--- src/rtl/fetch_redirect_ctrl.sv ---
// Redirect sequencer between next-PC selection and PF: prioritises ERET/exception/
// refetch/branch redirects, holds the winner until PF accepts, and squashes stale branches.
module fetch_redirect_ctrl (
  input  logic        clk,
  input  logic        rst,
  input  logic        eret_req,
  input  logic [31:0] eret_target,
  input  logic        exc_req,
  input  logic [31:0] exc_vector,
  input  logic        refetch_req,
  input  logic [31:0] refetch_pc,
  input  logic        bj_req,
  input  logic [31:0] bj_target,
  input  logic        pf_ready,
  output logic        redirect_valid,
  output logic [31:0] redirect_pc,
  output logic [1:0]  redirect_src,
  output logic        flush_front,
  output logic [7:0]  wait_cnt
);

  typedef enum logic [1:0] {
    ST_IDLE   = 2'd0,
    ST_PEND   = 2'd1,
    ST_SQUASH = 2'd2
  } state_t;

  state_t      state_r, state_s;
  logic        redirect_valid_r, valid_s;
  logic [31:0] redirect_pc_r, pc_s;
  logic [1:0]  redirect_src_r, src_s;
  logic        flush_front_r, flush_s;
  logic [7:0]  wait_cnt_r, wcnt_s;

  logic        req_any_s;
  logic        req_nonbj_s;
  logic [1:0]  win_src_s;
  logic [31:0] win_pc_s;

  function automatic logic [7:0] sat_inc(input logic [7:0] v);
    if (v == 8'hFF) begin
      sat_inc = 8'hFF;
    end else begin
      sat_inc = v + 8'd1;
    end
  endfunction

  // Fixed-priority selection of the winning request; lower src code wins.
  always_comb begin
    win_src_s   = 2'd3;
    win_pc_s    = bj_target;
    req_any_s   = 1'b0;
    req_nonbj_s = 1'b0;
    if (eret_req) begin
      win_src_s   = 2'd0;
      win_pc_s    = eret_target;
      req_any_s   = 1'b1;
      req_nonbj_s = 1'b1;
    end else if (exc_req) begin
      win_src_s   = 2'd1;
      win_pc_s    = exc_vector;
      req_any_s   = 1'b1;
      req_nonbj_s = 1'b1;
    end else if (refetch_req) begin
      win_src_s   = 2'd2;
      win_pc_s    = refetch_pc;
      req_any_s   = 1'b1;
      req_nonbj_s = 1'b1;
    end else if (bj_req) begin
      req_any_s   = 1'b1;
      req_nonbj_s = 1'b0;
    end else begin
      req_any_s   = 1'b0;
      req_nonbj_s = 1'b0;
    end
  end

  // Next-state and next-output computation for the redirect FSM.
  always_comb begin
    state_s = state_r;
    valid_s = redirect_valid_r;
    pc_s    = redirect_pc_r;
    src_s   = redirect_src_r;
    flush_s = 1'b0;
    wcnt_s  = wait_cnt_r;
    case (state_r)
      ST_IDLE: begin
        if (req_any_s) begin
          state_s = ST_PEND;
          valid_s = 1'b1;
          pc_s    = win_pc_s;
          src_s   = win_src_s;
          flush_s = 1'b1;
          wcnt_s  = 8'd0;
        end else begin
          state_s = ST_IDLE;
          valid_s = 1'b0;
        end
      end
      ST_PEND: begin
        if (pf_ready) begin
          // A branch arriving with the acceptance is stale and is dropped here.
          if (req_nonbj_s) begin
            state_s = ST_PEND;
            valid_s = 1'b1;
            pc_s    = win_pc_s;
            src_s   = win_src_s;
            flush_s = 1'b1;
            wcnt_s  = 8'd0;
          end else begin
            state_s = ST_SQUASH;
            valid_s = 1'b0;
          end
        end else begin
          wcnt_s = sat_inc(wait_cnt_r);
          if (req_any_s && (win_src_s < redirect_src_r)) begin
            pc_s    = win_pc_s;
            src_s   = win_src_s;
            flush_s = 1'b1;
          end else begin
            flush_s = 1'b0;
          end
        end
      end
      ST_SQUASH: begin
        if (req_nonbj_s) begin
          state_s = ST_PEND;
          valid_s = 1'b1;
          pc_s    = win_pc_s;
          src_s   = win_src_s;
          flush_s = 1'b1;
          wcnt_s  = 8'd0;
        end else begin
          state_s = ST_IDLE;
          valid_s = 1'b0;
        end
      end
      default: begin
        state_s = ST_IDLE;
        valid_s = 1'b0;
      end
    endcase
  end

  // State and registered outputs with synchronous reset.
  always_ff @(posedge clk) begin
    if (rst) begin
      state_r          <= ST_IDLE;
      redirect_valid_r <= 1'b0;
      redirect_pc_r    <= 32'h0000_0000;
      redirect_src_r   <= 2'd0;
      flush_front_r    <= 1'b0;
      wait_cnt_r       <= 8'd0;
    end else begin
      state_r          <= state_s;
      redirect_valid_r <= valid_s;
      redirect_pc_r    <= pc_s;
      redirect_src_r   <= src_s;
      flush_front_r    <= flush_s;
      wait_cnt_r       <= wcnt_s;
    end
  end

  assign redirect_valid = redirect_valid_r;
  assign redirect_pc    = redirect_pc_r;
  assign redirect_src   = redirect_src_r;
  assign flush_front    = flush_front_r;
  assign wait_cnt       = wait_cnt_r;

endmodule
--- config.mk ---
export PLATFORM = sky130hd
export DESIGN_NAME = fetch_redirect_ctrl
export DESIGN_NICKNAME = d
export VERILOG_FILES = /design/src/rtl/fetch_redirect_ctrl.sv
export SDC_FILE = /design/constraint.sdc
export NUM_CORES = 1
export LEC_CHECK = 0
export CORE_MARGIN = 1
export CORE_UTILIZATION = 41
export DETAILED_ROUTE_END_ITERATION = 10
export PLACE_DENSITY = 0.82
export RECOVER_POWER = 100
export SYNTH_ARGS = -nofsm -noshare
export SYNTH_HDL_FRONTEND = slang
export SYNTH_SLANG_ARGS = --single-unit
--- constraint.sdc ---
create_clock -name clk -period 3.9 [get_ports clk]
set_input_delay 0.585 -clock clk [delete_from_list [all_inputs] [get_ports clk]]
set_output_delay 0.585 -clock clk [all_outputs]
set_load 0.02 [all_outputs]
==> results.json <==
{
  "first_iter_violations": 112,
  "ys_seq_area_frac": 0.263,
  "worstPathRequired_ps": 4100,
  "cp_slowest_stage_delay_ps": 1060,
  "die_h_um": 94.4,
  "final_antenna_net_count": 0,
  "vias_per_cell": 5.36,
  "path_clk_slew_ps": 80,
  "syn_avg_cell_area_um2": 9.25,
  "yosysTopAreaCellShare": 0.263,
  "final_cells": 641,
  "dp_hpwl_mm": 7.56,
  "path_cells": "buf_2, clkbuf_1, o311a_2, a21o_2, nand2_4, o32ai_1",
  "drv_slew": 0,
  "fin_crit_sh": 0.796,
  "htree_levels": 2,
  "grt_max_degree": 42,
  "p_sw_mw": 0.490,
  "max_freq_mhz": 322,
  "swShare": 0.340,
  "multi_input_area_um2": 2100,
  "syn_to_final_growth_pct": 44.8,
  "io_buffers": 178,
  "grt_setup_unrepaired": "no",
  "syn-cell-area_um2": 3500,
  "drc": 0,
  "critPathArrivalTime_ps": 3300,
  "status": "complete, no violations",
  "placedCellCount": 634,
  "clock_skew_ps": 3.69,
  "initial_core_util": 0.426,
  "grt_antenna_before_repair": 0,
  "min_period_ps": 3110,
  "critPathSlowestCell": "clkbuf_1",
  "synthArstFlopShare": 0,
  "finalHoldViolCount": 0,
  "crit_family": "buffers and inverters",
  "gp_congestion": 1.00,
  "critPathKind": "input pin to flop",
  "ys.flop_type": "dfxtp_1",
  "final_nets": 677,
  "die_area_um2": 8910,
  "core_um2": 8220,
  "cts_tree": "done",
  "crit_path_end_kind": "flop",
  "startpoint_type": "input pin",
  "slew_headroom": 0.0903,
  "synth_area_leaders": "dfxtp_1 26%, mux2i_1 19%, o32ai_2 14%",
  "wire_per_inst_um": 15.6,
  "insertion_delay_ps": 290,
  "cts_resized": 0,
  "power_frac_seq": 0.385,
  "synth_nets": 519,
  "leakagePower_nw": 2.09,
  "synth_top_cell_by_area": "dfxtp_1",
  "cp_max_fo": 32,
  "pin_count": 179,
  "ys_types": 48,
  "worst-path-buf-inv": 2,
  "synth_warnings": 0,
  "hp-class": "flop to flop",
  "power_frac_comb": 0.423,
  "setup_viol": 0,
  "p_clk_frac": 0.192,
  "maxCapViolations": 0,
  "seqCellArea_um2": 921,
  "dr.pass1.iters": 4,
  "grt_pass1_wl_mm": 15.8,
  "fin_setup_tns_ps": 0,
  "drive_above_1_share": 0.0541,
  "nFillCells": 720,
  "post-cts-setup-buffers": 0,
  "clk_path_buf_depth": 2,
  "vias": 3436,
  "cellPowerDensity_nw_per_um2": 285,
  "rows": 33,
  "grt_pass1_vias": 3324,
  "cts-buffers-inserted": 5,
  "synthCells": 378,
  "final_util": 0.616,
  "drt-total-wl_mm": 10.0,
  "cts_num_sinks": 46,
  "clockRootBuffer": "clkbuf_8",
  "worst_pin_slew_ps": 1360,
  "insertedDiodeCount": 0,
  "grt_usage": 0.224,
  "hold_buffers": 0,
  "die_x_um": 94.4,
  "synth_edf_count": 0,
  "peakVddDrop_v": 0.000154,
  "internal_power_mw": 0.952,
  "grt_overflow_total": 0,
  "synth_seq_cells": 46
}
## cells by family after synthesis
| kind of cell | share of synthesized area |
|---|---|
| AOI/OAI and AO/OA | 0.288 |
| DFF | 0.263 |
| and+or+nand+nor | 0.165 |
| muxes | 0.192 |
| buffers and inverters | 0.0701 |
| adders and majority gates | 0.0215 |
## through the flow
stage	setup slack, ps	instance area [um2]	hold slack, ps	total power [mW]
detailed placement	905	5220	481	1.26
floorplan	1690	3500	515	1.00
global placement	992	5220	468	1.25
finish	795	5060	495	1.44
CTS	1210	5300	496	1.54
global route	621	5060	513	1.52
## worst paths after layout
path	from	endpoint	slack, ps	cells after the start
max	eret_req	redirect_pc[28]	790	6
min	redirect_pc[17]	redirect_pc[17]	490	2
max reg2reg	state_r[0]	redirect_pc[28]	1470	8
min reg2reg	redirect_pc[17]	redirect_pc[17]	490	2
## flip-flops by register name, indices dropped and copies added, names as in the netlist
register        count
redirect_src        2
wait_cnt            8
flush_front         1
state_r             2
redirect_pc        32
redirect_valid      1
## area by class of cell
class / instances / share of cell area
Clock buffer: 5 / 0.0136
Clock inverter: 2 / 0.00198
Inverter: 7 / 0.00519
Multi-Input combinational cell: 292 / 0.416
Sequential cell: 46 / 0.182
Tap cell: 105 / 0.0259
Timing Repair Buffer: 184 / 0.356
## cells in the final DEF, fill, tap and decap left out, drive strengths merged, types with 2 or more instances in the layout
cell type and n:
nor2 13, o32ai 33, and2 3, mux2i 66, clkdlybuf4s50 130, nor2b 3
nor4 2, a21o 3, nand3 4, o21a 6, nand2b 34, nand2 40
a21oi 15, clkbuf 6, inv 7, a211oi 4, clkinv 2, dfxtp 46
buf 9, dlygate4sd3 44, ha 6, o21ai 45
## cells in the mapped netlist (3+ instances only)
library cell,n
nor2b_1,3
o21ai_0,44
a21oi_1,14
nor2_1,11
buf_12,3
a211oi_1,3
ha_1,6
clkbuf_1,19
o32ai_2,30
dfxtp_1,46
inv_1,7
buf_6,4
o32ai_1,3
nand2_1,39
and2_1,3
buf_4,3
buf_2,4
mux2i_1,66
o21a_1,6
nand2b_1,34
nand3_1,3
## power groups by stage
stage	clock, mW	combinational [mW]	sequential (mW)
3_5_place_dp	0	0.695	0.568
4_1_cts	0.282	0.698	0.559
2_1_floorplan	0	0.376	0.628
5_1_grt	0.303	0.652	0.564
3_3_place_gp	0	0.681	0.566
6_report	0.276	0.610	0.556
## worst register-to-register path, stage by stage (launching register included)
cell,delay [ps]
dfxtp_1,390
inv_1,90
ha_1,590
nor2_1,170
a21o_1,260
a21o_4,220
nor2_4,70
buf_4,340
o32ai_1,160
## routing by layer
layer	GRT usage	up-vias	wire length (um)
li1	-	1704	-
met1	0.282	1608	4320
met4	0.0538	0	129
met2	0.387	111	4950
met3	0.0467	13	604
met5	0	-	0
Power figures use the tool's default switching activity.
